<file path="src/rtl/calc_pkg.sv">
// Shared command/response codes and the per-port sequencer state encoding
// for the calc request sequencer.
package calc_pkg;

   localparam int CMD_NOP = 0;
   localparam int CMD_ADD = 1;
   localparam int CMD_SUB = 2;
   localparam int CMD_LSH = 5;
   localparam int CMD_RSH = 6;

   localparam logic [1:0] RESP_NONE = 2'd0;
   localparam logic [1:0] RESP_OK   = 2'd1;
   localparam logic [1:0] RESP_ERR  = 2'd2;

   typedef enum logic [1:0] {
      IDLE = 2'd0,
      OP1  = 2'd1,
      OP2  = 2'd2,
      WAIT = 2'd3
   } seq_state_e;

   // Any non-zero code, including the reserved one, counts as a DUV response.
   function automatic logic resp_present(input logic [1:0] resp);
      return resp != RESP_NONE;
   endfunction

endpackage

</file>
<file path="src/rtl/calc_port_seq.sv">
// One independent request channel: transaction FIFO, two-cycle request FSM
// with response wait and timeout, and the completion record registers.
module calc_port_seq
   import calc_pkg::*;
#(
   parameter int DATA_W     = 32,
   parameter int CMD_W      = 4,
   parameter int FIFO_DEPTH = 4,
   parameter int TIMEOUT    = 16
) (
   input  logic              clk_i,
   input  logic              rst_ni,
   // Push handshake: an entry is taken at a rising edge where txn_valid_i and
   // txn_ready_o are both high; ready depends only on registered state.
   input  logic              txn_valid_i,
   output logic              txn_ready_o,
   input  logic [CMD_W-1:0]  txn_cmd_i,
   input  logic [DATA_W-1:0] txn_op1_i,
   input  logic [DATA_W-1:0] txn_op2_i,
   output logic [CMD_W-1:0]  req_cmd_o,
   output logic [DATA_W-1:0] req_data_o,
   input  logic [1:0]        out_resp_i,
   input  logic [DATA_W-1:0] out_data_i,
   output logic              cpl_valid_o,
   output logic [1:0]        cpl_resp_o,
   output logic [DATA_W-1:0] cpl_data_o,
   output logic              cpl_timeout_o,
   output logic              busy_o,
   output logic              err_spurious_o,
   output logic [1:0]        state_o
);

   localparam int AW    = $clog2(FIFO_DEPTH);
   localparam int PW    = AW + 1;
   localparam int ENT_W = CMD_W + 2 * DATA_W;
   localparam int CW    = $clog2(TIMEOUT) + 1;

   logic [ENT_W-1:0]  mem_q [FIFO_DEPTH];
   logic [PW-1:0]     wr_ptr_q, wr_ptr_d;
   logic [PW-1:0]     rd_ptr_q, rd_ptr_d;
   logic              full, empty, push, pop;
   logic [ENT_W-1:0]  head;
   logic [CMD_W-1:0]  head_cmd;
   logic [DATA_W-1:0] head_op1, head_op2;

   seq_state_e        state_q, state_d;
   logic [CW-1:0]     wait_cnt_q, wait_cnt_d;
   logic [DATA_W-1:0] cur_op2_q, cur_op2_d;
   logic [CMD_W-1:0]  req_cmd_q, req_cmd_d;
   logic [DATA_W-1:0] req_data_q, req_data_d;
   logic              cpl_valid_q, cpl_valid_d;
   logic [1:0]        cpl_resp_q, cpl_resp_d;
   logic [DATA_W-1:0] cpl_data_q, cpl_data_d;
   logic              cpl_timeout_q, cpl_timeout_d;
   logic              err_q, err_d;
   logic              resp_seen, done, load;

   // Extra pointer MSB separates full (MSBs differ) from empty (MSBs equal).
   assign empty = (wr_ptr_q == rd_ptr_q);
   assign full  = (wr_ptr_q[AW] != rd_ptr_q[AW]) &&
                  (wr_ptr_q[AW-1:0] == rd_ptr_q[AW-1:0]);
   assign push  = txn_valid_i && !full;

   assign head     = mem_q[rd_ptr_q[AW-1:0]];
   assign head_cmd = head[ENT_W-1 -: CMD_W];
   assign head_op1 = head[2*DATA_W-1 -: DATA_W];
   assign head_op2 = head[DATA_W-1:0];

   assign wr_ptr_d = wr_ptr_q + PW'(push);
   assign rd_ptr_d = rd_ptr_q + PW'(pop);

   assign resp_seen = resp_present(out_resp_i);

   always_ff @(posedge clk_i) begin
      if (push) begin
         mem_q[wr_ptr_q[AW-1:0]] <= {txn_cmd_i, txn_op1_i, txn_op2_i};
      end
   end

   always_comb begin
      state_d       = state_q;
      wait_cnt_d    = wait_cnt_q;
      cur_op2_d     = cur_op2_q;
      req_cmd_d     = CMD_W'(CMD_NOP);
      req_data_d    = '0;
      cpl_valid_d   = 1'b0;
      cpl_resp_d    = cpl_resp_q;
      cpl_data_d    = cpl_data_q;
      cpl_timeout_d = cpl_timeout_q;
      err_d         = err_q;
      done          = 1'b0;
      load          = 1'b0;
      pop           = 1'b0;

      case (state_q)
         IDLE: begin
            if (resp_seen) err_d = 1'b1;
            if (!empty) load = 1'b1;
         end
         OP1: begin
            if (resp_seen) err_d = 1'b1;
            // A queued NOP only occupies the OP1 slot and leaves a gap.
            if (req_cmd_q == CMD_W'(CMD_NOP)) begin
               state_d = IDLE;
            end else begin
               state_d    = OP2;
               req_data_d = cur_op2_q;
            end
         end
         OP2: begin
            if (resp_seen) err_d = 1'b1;
            state_d    = WAIT;
            wait_cnt_d = '0;
         end
         WAIT: begin
            wait_cnt_d = wait_cnt_q + CW'(1);
            if (resp_seen) begin
               cpl_valid_d   = 1'b1;
               cpl_resp_d    = out_resp_i;
               cpl_data_d    = out_data_i;
               cpl_timeout_d = 1'b0;
               done          = 1'b1;
            end else if (wait_cnt_q == CW'(TIMEOUT - 1)) begin
               cpl_valid_d   = 1'b1;
               cpl_resp_d    = RESP_NONE;
               cpl_data_d    = '0;
               cpl_timeout_d = 1'b1;
               done          = 1'b1;
            end
            if (done) begin
               wait_cnt_d = '0;
               if (!empty) load = 1'b1;
               else        state_d = IDLE;
            end
         end
         default: state_d = IDLE;
      endcase

      // Popping the head launches OP1 at the same edge, back-to-back.
      if (load) begin
         pop        = 1'b1;
         state_d    = OP1;
         req_cmd_d  = head_cmd;
         req_data_d = head_op1;
         cur_op2_d  = head_op2;
      end
   end

   always_ff @(posedge clk_i or negedge rst_ni) begin
      if (!rst_ni) begin
         wr_ptr_q      <= '0;
         rd_ptr_q      <= '0;
         state_q       <= IDLE;
         wait_cnt_q    <= '0;
         cur_op2_q     <= '0;
         req_cmd_q     <= CMD_W'(CMD_NOP);
         req_data_q    <= '0;
         cpl_valid_q   <= 1'b0;
         cpl_resp_q    <= RESP_NONE;
         cpl_data_q    <= '0;
         cpl_timeout_q <= 1'b0;
         err_q         <= 1'b0;
      end else begin
         wr_ptr_q      <= wr_ptr_d;
         rd_ptr_q      <= rd_ptr_d;
         state_q       <= state_d;
         wait_cnt_q    <= wait_cnt_d;
         cur_op2_q     <= cur_op2_d;
         req_cmd_q     <= req_cmd_d;
         req_data_q    <= req_data_d;
         cpl_valid_q   <= cpl_valid_d;
         cpl_resp_q    <= cpl_resp_d;
         cpl_data_q    <= cpl_data_d;
         cpl_timeout_q <= cpl_timeout_d;
         err_q         <= err_d;
      end
   end

   assign txn_ready_o    = !full;
   assign req_cmd_o      = req_cmd_q;
   assign req_data_o     = req_data_q;
   assign cpl_valid_o    = cpl_valid_q;
   assign cpl_resp_o     = cpl_resp_q;
   assign cpl_data_o     = cpl_data_q;
   assign cpl_timeout_o  = cpl_timeout_q;
   assign busy_o         = (state_q != IDLE) || !empty;
   assign err_spurious_o = err_q;
   assign state_o        = state_q;

endmodule

</file>
<file path="src/rtl/calc_req_sequencer.sv">
// Multi-port calc request sequencer: NUM_PORTS fully independent channels,
// each a calc_port_seq on its own slice of the flattened buses.
module calc_req_sequencer
   import calc_pkg::*;
#(
   parameter int NUM_PORTS  = 4,
   parameter int DATA_W     = 32,
   parameter int CMD_W      = 4,
   parameter int FIFO_DEPTH = 4,
   parameter int TIMEOUT    = 16
) (
   input  logic                        c_clk,
   input  logic                        reset,
   input  logic [NUM_PORTS-1:0]        txn_valid,
   output logic [NUM_PORTS-1:0]        txn_ready,
   input  logic [NUM_PORTS*CMD_W-1:0]  txn_cmd,
   input  logic [NUM_PORTS*DATA_W-1:0] txn_op1,
   input  logic [NUM_PORTS*DATA_W-1:0] txn_op2,
   output logic [NUM_PORTS*CMD_W-1:0]  req_cmd_out,
   output logic [NUM_PORTS*DATA_W-1:0] req_data_out,
   input  logic [NUM_PORTS*2-1:0]      out_resp,
   input  logic [NUM_PORTS*DATA_W-1:0] out_data,
   output logic [NUM_PORTS-1:0]        cpl_valid,
   output logic [NUM_PORTS*2-1:0]      cpl_resp,
   output logic [NUM_PORTS*DATA_W-1:0] cpl_data,
   output logic [NUM_PORTS-1:0]        cpl_timeout,
   output logic [NUM_PORTS-1:0]        busy,
   output logic [NUM_PORTS-1:0]        err_spurious,
   output logic [NUM_PORTS*2-1:0]      dbg_state
);

   for (genvar p = 0; p < NUM_PORTS; p++) begin : g_port
      calc_port_seq #(
         .DATA_W     (DATA_W),
         .CMD_W      (CMD_W),
         .FIFO_DEPTH (FIFO_DEPTH),
         .TIMEOUT    (TIMEOUT)
      ) u_seq (
         .clk_i          (c_clk),
         .rst_ni         (reset),
         .txn_valid_i    (txn_valid[p]),
         .txn_ready_o    (txn_ready[p]),
         .txn_cmd_i      (txn_cmd[p*CMD_W +: CMD_W]),
         .txn_op1_i      (txn_op1[p*DATA_W +: DATA_W]),
         .txn_op2_i      (txn_op2[p*DATA_W +: DATA_W]),
         .req_cmd_o      (req_cmd_out[p*CMD_W +: CMD_W]),
         .req_data_o     (req_data_out[p*DATA_W +: DATA_W]),
         .out_resp_i     (out_resp[p*2 +: 2]),
         .out_data_i     (out_data[p*DATA_W +: DATA_W]),
         .cpl_valid_o    (cpl_valid[p]),
         .cpl_resp_o     (cpl_resp[p*2 +: 2]),
         .cpl_data_o     (cpl_data[p*DATA_W +: DATA_W]),
         .cpl_timeout_o  (cpl_timeout[p]),
         .busy_o         (busy[p]),
         .err_spurious_o (err_spurious[p]),
         .state_o        (dbg_state[p*2 +: 2])
      );
   end

endmodule

</file>
<file path="config.mk">
export PLATFORM = sky130hd
export DESIGN_NAME = calc_req_sequencer
export DESIGN_NICKNAME = d
export VERILOG_FILES = /design/src/rtl/calc_pkg.sv /design/src/rtl/calc_port_seq.sv /design/src/rtl/calc_req_sequencer.sv
export SDC_FILE = /design/constraint.sdc
export NUM_CORES = 1
export LEC_CHECK = 0
export BUFFER_PORTS_ARGS = -buffer_cell sky130_fd_sc_hd__buf_2
export CORE_UTILIZATION = 45
export DETAILED_ROUTE_END_ITERATION = 8
export PLACE_DENSITY = 0.7
export SKIP_CTS_REPAIR_TIMING = 1
export SYNTH_ARGS = -nofsm -noshare
export SYNTH_HDL_FRONTEND = slang
export SYNTH_SLANG_ARGS = --single-unit
export TNS_END_PERCENT = 1
</file>
<file path="constraint.sdc">
create_clock -name c_clk -period 6.45 [get_ports c_clk]
set_input_delay 0.9675 -clock c_clk [delete_from_list [all_inputs] [get_ports c_clk]]
set_output_delay 0.9675 -clock c_clk [all_outputs]
set_load 0.005 [all_outputs]
</file>
==> flow_summary_export.csv <==
group,metric,value,unit
logic_synthesis,synth_area_per_cell,20.28,sq um
global_routing,grt_usage,0.1932,
finish,drive_gt1_frac,0.3711,
logic_synthesis,ys_seq_area_frac,0.7602,
outcome,outcome,"complete, no violations",
pwr,p_per_area,492.3,mW/mm^2
placement,dpl.hpwl,78030,um
run,max-cap-violations,0,
global_routing,grt_use_met1,0.2504,
floorplan,fp.dieW,362.6,um
critical_path,worst_setup_path_end_kind,"primary output",
floorplan,fp-row-count,131,
critical_path,critPathKind,"reg -> out",
sta,period_needed,3.956,ns
floorplan,coreArea,0.1283,sq mm
logic_synthesis,synth-main-ff-cell,"edfxtp_1",
sta,drv_slew,0,
critical_path,reg2reg_depth,4,
critical_path,path_cells,"xnor2_1, nand3b_1, buf_4, or2_1, buf_2",
finish,fillCellCount,9954,
critical_path,cp-endpoint,"busy[1]",
sta,tightest_slew,1.346,ns
detailed_routing,routedWlPerCell,23.02,um
clock_tree,clock_sinks,1560,
critical_path,reg2reg_to,"g_port[1].u_seq.mem_q[0][11]$_DFFE_PP_",
floorplan,io_pins,722,
logic_synthesis,synth_top_area_cell,"edfxtp_1",
critical_path,r2r-start,"g_port[1].u_seq.rd_ptr_q[0]$_DFF_PN0_",
clock_tree,htreeDepth,4,
finish,utilization,0.5412,
detailed_routing,antenna_left,0,
global_routing,grt_pass1_wl,190500,um
logic_synthesis,synth.most_common_cell,"edfxtp_1",
pwr,switching_power,0.01014,W
sta,rsz0062_at_grt,"no",
clock_tree,insertion_delay,0.79,ns
sta,worst_slack,2.494,ns
sta,finalHoldViolCount,0,
critical_path,cpPeakStageDelay,0.66,ns
clock_tree,numCtsBuffers,157,
critical_path,r2r_setup_slack,3.14,ns
global_routing,grt_start_max_net_pins,129,
logic_synthesis,async_flop_share,0.3026,
clock_tree,cts_max_path_buffers,3,
clock_tree,cts_tree,"yes",
global_routing,grtUsageMet3,0.06324,
detailed_routing,routed_via_density,5.369,
detailed_routing,drt_iter0_drc,1968,
global_routing,grt-ovfl-total,0,
finish,fin_nets,4095,
global_routing,met2_usage,0.3066,
critical_path,setup.worst_path.start,"g_port[1].u_seq.rd_ptr_q[0]$_DFF_PN0_",
finish,multi_input_area,0.01291,sq mm
pwr,switching_share,0.2965,
sta,fmax,0.2528,GHz
pwr,ir_worst_vdd,0.4326,mV
logic_synthesis,synth-edff-count,1088,
logic_synthesis,synth.distinct_cells,50,
detailed_routing,drt_pass1_iterations,5,
placement,place.gp.congestion,0.7574,
sta,skew,0.02584,ns
pwr,p_leak,27.38,nW
detailed_routing,vias,29760,
logic_synthesis,yosys.area.top_type_share,0.5583,
hold_path,hp-class,"in -> async",
floorplan,die-area,0.1315,sq mm
floorplan,dieHeight,362.6,um
critical_path,cp_max_fo,33,
placement,io_buffers,721,
sta,slew_headroom,0.09875,
clock_tree,clkTransAtPathRegs,0.06,ns
logic_synthesis,synth_fp_nets,3339,
finish,seq_area,0.04450,sq mm
logic_synthesis,synthCells,2886,
detailed_routing,drc,0,
pwr,clkPwrFrac,0.274,
clock_tree,cts_root_buf,"clkbuf_16",
placement,post-place-ws,2.928,ns
logic_synthesis,synth_area_leaders,"edfxtp_1 56%, dfrtp_1 20%, mux4_2 10%",
logic_synthesis,ys_ff_latch,1560,
floorplan,initial_core_util,0.4559,
critical_path,startpoint_type,"flip-flop",
pwr,p_comb_frac,0.287,
sta,setup_violations,0,
global_routing,busiest_layer,"met2",
critical_path,cp.arrival,2.99,ns
finish,area_growth,18.71,%
sta,fin_crit_sh,0.6133,
pwr,pwr-share-seq,0.439,
global_routing,grt_antenna_before_repair,71,
global_routing,first_global_vias,30520,
critical_path,cp.required,5.48,ns
logic_synthesis,synth_common_cells,"1,088 x edfxtp_1, 472 x dfrtp_1, 272 x mux4_2, 138 x a22o_1, 94 x nand2_1",
critical_path,cp_slowest_cell,"dfrtp_4",
pwr,internal_power,0.02406,W
logic_synthesis,ys_warn_count,0,
detailed_routing,routed_wl,127600,um
logic_synthesis,synthesis.area,0.05851,sq mm
sta,holdWs,0.2326,ns
[logic make-up after synthesis]
family                     Yosys count  share of synthesized area
DFF                               1560                     0.7602
muxes                              466                     0.1445
buffers and inverters              269                    0.02132
AOI/OAI and AO/OA                  264                    0.03813
and+or+nand+nor                    260                    0.02286
adders and majority gates           39                   0.008339
xor gates and xnor gates            28                   0.004704
[per-stage QoR]
| stage | instance area (sq um) | power, W | setup TNS, ns | std cells |
|---|---|---|---|---|
| after floorplan | 58520 | 0.02211 | -52.14 | 2886 |
| after global placement | 63980 | 0.02492 | 0 | 5212 |
| after detailed placement | 63980 | 0.02518 | 0 | 5212 |
| after CTS | 69370 | 0.03460 | 0 | 5507 |
| after global routing | 69430 | 0.03585 | 0 | 5530 |
| final | 69460 | 0.03420 | 0 | 5543 |
[worst min path at each step]
stage | to
after floorplan | g_port[2].u_seq.wait_cnt_q[3]$_DFFE_PN0N_
after global placement | g_port[0].u_seq.err_spurious_o$_DFFE_PN0P_
after detailed placement | g_port[0].u_seq.err_spurious_o$_DFFE_PN0P_
after CTS | g_port[1].u_seq.wait_cnt_q[3]$_DFFE_PN0N_
after global routing | g_port[1].u_seq.wait_cnt_q[3]$_DFFE_PN0N_
final | g_port[1].u_seq.wait_cnt_q[4]$_DFFE_PN0N_
[cells in the final DEF (no fill, tap or decap), types with 6 or more instances in the layout]
cell | synthesis | layout
edfxtp_1 | 1088 | 1088
buf_2 | 55 | 720
dfrtp_1 | 472 | 464
mux4_2 | 272 | 272
clkbuf_16 | 0 | 160
a22o_1 | 138 | 138
nand2_1 | 94 | 92
inv_1 | 86 | 86
and3_1 | 81 | 77
mux2i_1 | 66 | 66
a31o_1 | 64 | 64
mux2_4 | 60 | 60
mux2_1 | 58 | 58
buf_4 | 33 | 53
ha_1 | 39 | 39
clkbuf_1 | 82 | 39
diode_2 | 0 | 36
clkinv_1 | 0 | 23
nor2_1 | 27 | 21
clkinv_2 | 0 | 21
clkbuf_8 | 0 | 17
bufinv_16 | 0 | 17
o21ai_0 | 14 | 14
xor2_1 | 13 | 13
xnor2_1 | 11 | 11
mux2_2 | 10 | 10
nor2b_1 | 17 | 9
nand3_1 | 9 | 9
a21oi_1 | 11 | 9
clkinv_8 | 0 | 8
nor2b_2 | 0 | 7
o31ai_1 | 7 | 7
nor2_4 | 0 | 6
o21ai_1 | 6 | 6
[flip-flops by register name, indices dropped and copies added (netlist names)]
name                         cells
g_port.u_seq.mem_q            1088
g_port.u_seq.cpl_data_o        128
g_port.u_seq.wr_ptr_q           12
g_port.u_seq.wait_cnt_q         20
g_port.u_seq.cpl_resp_o          8
g_port.u_seq.rd_ptr_q           12
g_port.u_seq.cur_op2_q         128
g_port.u_seq.cpl_timeout_o       4
g_port.u_seq.req_data_o        128
g_port.u_seq.err_spurious_o      4
g_port.u_seq.state_o             8
g_port.u_seq.cpl_valid_o         4
g_port.u_seq.req_cmd_o          16
[metal layers]
| metal | part of all wire | vias to the layer above |
|---|---|---|
| li1 | - | 12940 |
| met1 | 0.40 | 15560 |
| met2 | 0.49 | 952 |
| met3 | 0.081 | 247 |
| met4 | 0.023 | 66 |
| met5 | 0.0035 | - |
[power by group through the flow]
stage	logic [W]	clock network (W)	registers, W
global placement	0.00981	0	0.0151
floorplan	0.00722	0	0.0149
global route	0.0106	0.00992	0.0153
finish	0.00982	0.00936	0.0150
detailed placement	0.00997	0	0.0152
CTS	0.0100	0.00954	0.0151
[cell type report]
type,instances,area share
Clock inverter,79,0.01459
Antenna cell,36,0.001297
Clock buffer,216,0.06312
Multi-Input combinational cell,1057,0.1859
Timing Repair Buffer,776,0.05840
Tap cell,1729,0.03114
Inverter,90,0.004863
Sequential cell,1560,0.6407
[worst max-delay path: cells and delay by family (launching register included)]
kind                      cells  cell delay [ns]
and+or+nand+nor               2             0.67
xor gates and xnor gates      1             0.32
DFF                           1             0.66
buffers and inverters         2             0.56
(Power assumes the default switching activity.)
